### config.mk
export PLATFORM = sky130hd
export DESIGN_NAME = psum_accumulator_flat
export DESIGN_NICKNAME = d
export VERILOG_FILES = /design/src/rtl/psum_accumulator_if.sv /design/src/rtl/psum_accumulator.sv /design/src/flat_wrapper.sv
export SDC_FILE = /design/constraint.sdc
export NUM_CORES = 1
export LEC_CHECK = 0
export CORE_AREA = 5 5 128 130
export CTS_CLUSTER_DIAMETER = 150
export DETAILED_ROUTE_END_ITERATION = 7
export DIE_AREA = 0 0 133 135
export PLACE_DENSITY = 0.72
export SLEW_MARGIN = 20
export SYNTH_ARGS = -nofsm -noshare
export SYNTH_HDL_FRONTEND = slang
export SYNTH_SLANG_ARGS = --single-unit
export TNS_END_PERCENT = 50
### constraint.sdc
create_clock -name clk_i -period 3.7 [get_ports clk_i]
set_input_delay 0.555 -clock clk_i [delete_from_list [all_inputs] [get_ports clk_i]]
set_output_delay 0.555 -clock clk_i [all_outputs]
set_load 0.01 [all_outputs]
### src/rtl/psum_accumulator_if.sv
// Handshake bundle between the dot-product array, the partial-sum accumulator and its consumer.
// The DUT connects through the slave modport and the producer/consumer side through master.
interface psum_accumulator_if #(
    parameter int OUT_SIZE = 20,
    parameter int ACC_SIZE = 32,
    parameter int CNT_SIZE = 8
);
    logic signed [OUT_SIZE-1:0] sum_i;
    logic signed [OUT_SIZE-1:0] carry_i;
    logic                       last_i;
    logic                       valid_i;
    logic                       ready_o;
    logic signed [ACC_SIZE-1:0] acc_o;
    logic [CNT_SIZE-1:0]        cnt_o;
    logic                       ovf_o;
    logic                       valid_o;
    logic                       ready_i;

    modport master (
        output sum_i, carry_i, last_i, valid_i, ready_i,
        input  ready_o, acc_o, cnt_o, ovf_o, valid_o
    );

    modport slave (
        input  sum_i, carry_i, last_i, valid_i, ready_i,
        output ready_o, acc_o, cnt_o, ovf_o, valid_o
    );
endinterface

### src/rtl/psum_accumulator.sv
// Resolves the array's (sum, carry) pairs and accumulates them per group into a signed result.
// Build option SATURATE_EN: clamp every fold to the signed ACC_SIZE range instead of wrapping.
module psum_accumulator #(
    parameter int OUT_SIZE = 20,
    parameter int ACC_SIZE = 32,
    parameter int CNT_SIZE = 8
) (
    input  logic              clk_i,
    input  logic              rst_i,
    psum_accumulator_if.slave bus
);
    localparam int RES_W  = OUT_SIZE + 1;
    localparam int WIDE_W = ACC_SIZE + 1;

    if (ACC_SIZE < OUT_SIZE + 1) begin : g_width_check
        $error("psum_accumulator: ACC_SIZE must be at least OUT_SIZE+1");
    end

    // One extra bit makes the carry-propagate add of two OUT_SIZE words overflow-free.
    function automatic logic signed [ACC_SIZE-1:0] resolve(
        input logic signed [OUT_SIZE-1:0] s,
        input logic signed [OUT_SIZE-1:0] c
    );
        logic signed [RES_W-1:0] r;
        r = RES_W'(s) + RES_W'(c);
        return ACC_SIZE'(r);
    endfunction

`ifdef SATURATE_EN
    function automatic logic signed [ACC_SIZE-1:0] sat_clamp(input logic signed [ACC_SIZE:0] wide);
        if (wide[ACC_SIZE] == wide[ACC_SIZE-1]) return wide[ACC_SIZE-1:0];
        else if (wide[ACC_SIZE])                return {1'b1, {(ACC_SIZE-1){1'b0}}};
        else                                    return {1'b0, {(ACC_SIZE-1){1'b1}}};
    endfunction
`endif

    logic                       vld_p1;
    logic                       last_p1;
    logic signed [ACC_SIZE-1:0] psum_p1;

    logic signed [ACC_SIZE-1:0] acc_run_p2;
    logic [CNT_SIZE-1:0]        cnt_run_p2;
    logic                       ovf_run_p2;
    logic signed [ACC_SIZE-1:0] acc_p2;
    logic [CNT_SIZE-1:0]        cnt_p2;
    logic                       ovf_p2;
    logic                       vld_p2;

    logic                       adv_p1;
    logic                       ready_p0;
    logic signed [ACC_SIZE:0]   fold_wide;
    logic signed [ACC_SIZE-1:0] fold_val;
    logic                       fold_ovf;
    logic [CNT_SIZE-1:0]        cnt_next;

    // A last beat may only fold when the result register is free or draining this edge.
    assign adv_p1   = vld_p1 && !(last_p1 && vld_p2 && !bus.ready_i);
    assign ready_p0 = !vld_p1 || adv_p1;

    always_comb begin
        fold_wide = WIDE_W'(acc_run_p2) + WIDE_W'(psum_p1);
        fold_ovf  = fold_wide[ACC_SIZE] ^ fold_wide[ACC_SIZE-1];
`ifdef SATURATE_EN
        fold_val  = sat_clamp(fold_wide);
`else
        fold_val  = fold_wide[ACC_SIZE-1:0];
`endif
        cnt_next  = (&cnt_run_p2) ? cnt_run_p2 : cnt_run_p2 + 1'b1;
    end

    always_ff @(posedge clk_i or posedge rst_i) begin
        if (rst_i) begin
            vld_p1     <= 1'b0;
            last_p1    <= 1'b0;
            psum_p1    <= '0;
            acc_run_p2 <= '0;
            cnt_run_p2 <= '0;
            ovf_run_p2 <= 1'b0;
            acc_p2     <= '0;
            cnt_p2     <= '0;
            ovf_p2     <= 1'b0;
            vld_p2     <= 1'b0;
        end else begin
            // ---- S1: capture a resolved beat ----
            if (ready_p0) begin
                vld_p1 <= bus.valid_i;
                if (bus.valid_i) begin
                    psum_p1 <= resolve(bus.sum_i, bus.carry_i);
                    last_p1 <= bus.last_i;
                end
            end

            // ---- S2: fold into the running sum or close the group ----
            if (vld_p2 && bus.ready_i)
                vld_p2 <= 1'b0;

            if (adv_p1) begin
                if (last_p1) begin
                    acc_p2     <= fold_val;
                    cnt_p2     <= cnt_next;
                    ovf_p2     <= ovf_run_p2 | fold_ovf;
                    vld_p2     <= 1'b1;
                    acc_run_p2 <= '0;
                    cnt_run_p2 <= '0;
                    ovf_run_p2 <= 1'b0;
                end else begin
                    acc_run_p2 <= fold_val;
                    cnt_run_p2 <= cnt_next;
                    ovf_run_p2 <= ovf_run_p2 | fold_ovf;
                end
            end
        end
    end

    assign bus.ready_o = ready_p0;
    assign bus.acc_o   = acc_p2;
    assign bus.cnt_o   = cnt_p2;
    assign bus.ovf_o   = ovf_p2;
    assign bus.valid_o = vld_p2;
endmodule

### src/flat_wrapper.sv
// flat-port wrapper written by rule: the top's interface ports become plain ports
module psum_accumulator_flat 
#(
    parameter int OUT_SIZE = 20,
    parameter int ACC_SIZE = 32,
    parameter int CNT_SIZE = 8
)
  (clk_i, rst_i, bus_sum_i, bus_carry_i, bus_last_i, bus_valid_i, bus_ready_i, bus_ready_o, bus_acc_o, bus_cnt_o, bus_ovf_o, bus_valid_o);
  psum_accumulator_if #(.OUT_SIZE(OUT_SIZE), .ACC_SIZE(ACC_SIZE), .CNT_SIZE(CNT_SIZE)) bus_i ();
  input  logic clk_i;
  input  logic rst_i;
  input wire logic [$bits(bus_i.sum_i)-1:0] bus_sum_i;
  input wire logic [$bits(bus_i.carry_i)-1:0] bus_carry_i;
  input wire logic [$bits(bus_i.last_i)-1:0] bus_last_i;
  input wire logic [$bits(bus_i.valid_i)-1:0] bus_valid_i;
  input wire logic [$bits(bus_i.ready_i)-1:0] bus_ready_i;
  output wire logic [$bits(bus_i.ready_o)-1:0] bus_ready_o;
  output wire logic [$bits(bus_i.acc_o)-1:0] bus_acc_o;
  output wire logic [$bits(bus_i.cnt_o)-1:0] bus_cnt_o;
  output wire logic [$bits(bus_i.ovf_o)-1:0] bus_ovf_o;
  output wire logic [$bits(bus_i.valid_o)-1:0] bus_valid_o;
  assign bus_i.sum_i = bus_sum_i;
  assign bus_i.carry_i = bus_carry_i;
  assign bus_i.last_i = bus_last_i;
  assign bus_i.valid_i = bus_valid_i;
  assign bus_i.ready_i = bus_ready_i;
  assign bus_ready_o = bus_i.ready_o;
  assign bus_acc_o = bus_i.acc_o;
  assign bus_cnt_o = bus_i.cnt_o;
  assign bus_ovf_o = bus_i.ovf_o;
  assign bus_valid_o = bus_i.valid_o;
  psum_accumulator #(.OUT_SIZE(OUT_SIZE), .ACC_SIZE(ACC_SIZE), .CNT_SIZE(CNT_SIZE)) u_core (.clk_i(clk_i), .rst_i(rst_i), .bus(bus_i));
endmodule
==> impl_results.md <==
- Register area share after synthesis: ~40%
- Crit path kind: flip-flop to flip-flop
- Die ar.: ~18000 um2
- Crit path launch type: flip-flop
- Worst endpoint data arrival time: 3190 ps
- #FFs+latches synth: roughly 110
- Clock Tree Root: clkbuf_16
- # hold bufs at CTS: 0
- Hold Crit Depth: 2
- Yosys top cell by area: dfrtp_1
- Final hold vios: 0
- FF/Latch Area: around 2700 um2
- Initial DRC Count: 380
- Reg2reg end: u_core.bus.ovf_o
- Hold wc startpoint: u_core.bus.cnt_o[0]
- Total negative slack: 0 ps
- Top cell type's share of synthesized area: between 30 and 40%
- Antenna fix cells: 0
- Tot GR Track Use: approximately 16%
- R2r setup slk: ~730 ps
- Vias: roughly 5400
- Routed WL per cell: roughly 15 um
- Top post-synthesis cells by area: dfrtp_1 (40%), ha_1 (10%), nand2_1 (6.3%)
- Worst-path maximum fanout: 6
- Reg-to-reg startpoint: u_core.psum_p1[0]
- Synth-to-layout area growth: 20.5%
- Reg clk slew, reported paths: roughly 80 ps
- Distinct cells, synth: between 50 and 60
- Mean post-synth cell area: just over 9 um2
- Multi-input combinational cell area: roughly 3800 um2
- Cell leakage power: roughly 3.7 nW
- Final setup vio count: 0
- Die width: 133 um
- Clk sinks: 106
- Detail Placement HPWL: 11100 um
- Setup WS pre-CTS: 363 ps
- Placer congestion estimate: between 0.8 and 0.9
- Post-CTS Resized: 0
- Final core utilization: a little over half
- Post-Syn Area: about 6600 um2
- Main synth FF type: dfrtp_1
- Clk_lat worst skew: roughly 350 ps
- Worst rel slew slack: approximately 45%
- Worst Setup End Kind: flip-flop
- Max rail drop VDD: between 0.2 and 0.3 mV
- First-pass GRT wire length: about 24000 um
- DR pass1 iterations: 5
- Period utilization: between 80% and 90%
- CTS Buffer Depth: 2
- Routed Antenna Nets: 0
- Vias in the first global route: roughly 5000
- Syn_nets: about 810
- Fraction of layout cells with a size suffix above 1: under 10%
- Cts bufs inserted: 9
- Post-CTS Setup Inserts: 0
- Initial core utilization: approximately 44%
- Port buffer count: 87
- Power Density: 683 nW/um2
- RSZ-0062 raised after global routing: false
- Fin crit period: roughly 3000 ps
- Fin cells: about 980
- Max Fclk: 336 MHz
- Max_cap viols: 0
- Vias per cell: 5.50
- Post-Route WL: 14800 um
- Worst-Margin Slew: 824 ps
- Die Y: ~140 um
- Total power: 5.47 mW
- Status: finished clean
- Dpl cells: 966
- Async S/R FF share, synth: 100%
- CTS H-tree lvls: 3
- EDFF count, synth: 0
- Rows: 45
- # nets final: 889
- Grt total ovfl: 0
- I/O pins: roughly 90
- Maximum number of pins on one net before global-route repair: 64
- DRC: 0
- DP Area: 7710 um2
- CTS tree: yes
- FF-to-FF path depth: 11
- Critical Path RT: 3920 ps
- Fill cells: ~1400
- Final worst slack: 725 ps
- Final hold slack: around 480 ps
- Skew final: just over 10 ps
- Max-slew violations: 0
- Yosys warning total: 0
- Worst hold path type: flip-flop to flip-flop
- Mapped Cells: a little over 700
- Hold Path End: u_core.bus.cnt_o[0]
- Design Area, Final: roughly 8000 um2
- Initial antenna violation count: 0
- Core Area: between 15000 and 20000 um2
-- cells by family after synthesis --
kind of cell,count (synthesis),synth area share [%]
adders and majority gates,55,10.6
and+or+nand+nor,201,13.4
AOI/OAI and AO/OA,235,24.0
xor gates and xnor gates,47,6.20
muxes,16,2.75
DFF,106,39.9
buffers and inverters,53,3.13
-- synthesized netlist by cell type, drive strengths merged (6+ instances only) --
cell type  number
nand2         112
dfrtp         106
o21ai          65
ha             53
a21oi          45
nor2           29
xnor2          29
a21o           26
inv            24
clkbuf         22
a22o           21
xor2           18
nand3          16
mux2           15
a31oi          14
o31ai          14
buf             7
o21a            7
a211oi          6
o21bai          6
or3             6
-- final cells by class --
class	count	share of cell area, %
clock buffers	10	2.99
clock inverters	6	0.626
inverters	24	1.16
multi-input cells	554	47.3
flip-flops and latches	106	33.2
well taps	188	2.94
repair buffers	94	11.9
-- cell usage in the layout (no fill, tap or decap), types with 16 or more instances in the layout --
cell,n
nand2_1,112
dfrtp_1,106
clkdlybuf4s50_1,87
o21ai_0,60
ha_1,53
a21oi_1,44
xnor2_1,29
nor2_1,28
a21o_1,26
inv_1,23
a22o_1,21
xor2_1,18
nand3_1,16
-- critical path, stage by stage (launching register included) --
cell	delay (ps)
dfrtp_1	370
ha_1	210
inv_1	70
fa_1	380
nand2b_1	180
a21oi_2	160
o41a_1	290
a21bo_4	220
a21oi_1	120
o41ai_1	420
xor2_1	280
a31oi_1	120
-- power by group --
group          total (mW)  switching (mW)  internal [mW]
registers            1.80           0.245           1.55
clock network       0.940           0.457          0.483
logic                2.73            1.44           1.29
-- layer usage --
layer | GRT usage (%) | part of all wire [%]
met1 | 23.2 | 50
met2 | 26.4 | 46
met3 | 2.24 | 3.7
met4 | 4.50 | 0.80
met5 | 0 | 0
-- sequential cells by signal, summed over array words and instances, names as in the netlist --
register / count
u_core.bus.valid_o: 1
u_core.bus.acc_o: 32
u_core.cnt_run_p2: 8
u_core.vld_p1: 1
u_core.ovf_run_p2: 1
u_core.last_p1: 1
u_core.bus.cnt_o: 8
u_core.bus.ovf_o: 1
u_core.psum_p1: 21
u_core.acc_run_p2: 32
-- how the worst max path moves through the flow --
stage                      start                   end  slack [ps]  cells past startpoint
2_1_floorplan              rst_i  u_core.acc_run_p2[0]         360                      1
3_3_place_gp      bus_carry_i[0]    u_core.psum_p1[20]         450                     12
3_5_place_dp        bus_sum_i[0]    u_core.psum_p1[20]         360                     12
4_1_cts        u_core.psum_p1[0]      u_core.bus.ovf_o         700                     11
5_1_grt           bus_carry_i[0]    u_core.psum_p1[18]         490                     12
6_report       u_core.psum_p1[0]      u_core.bus.ovf_o         730                     11
Note: power is estimated with default switching activity, not from simulation.
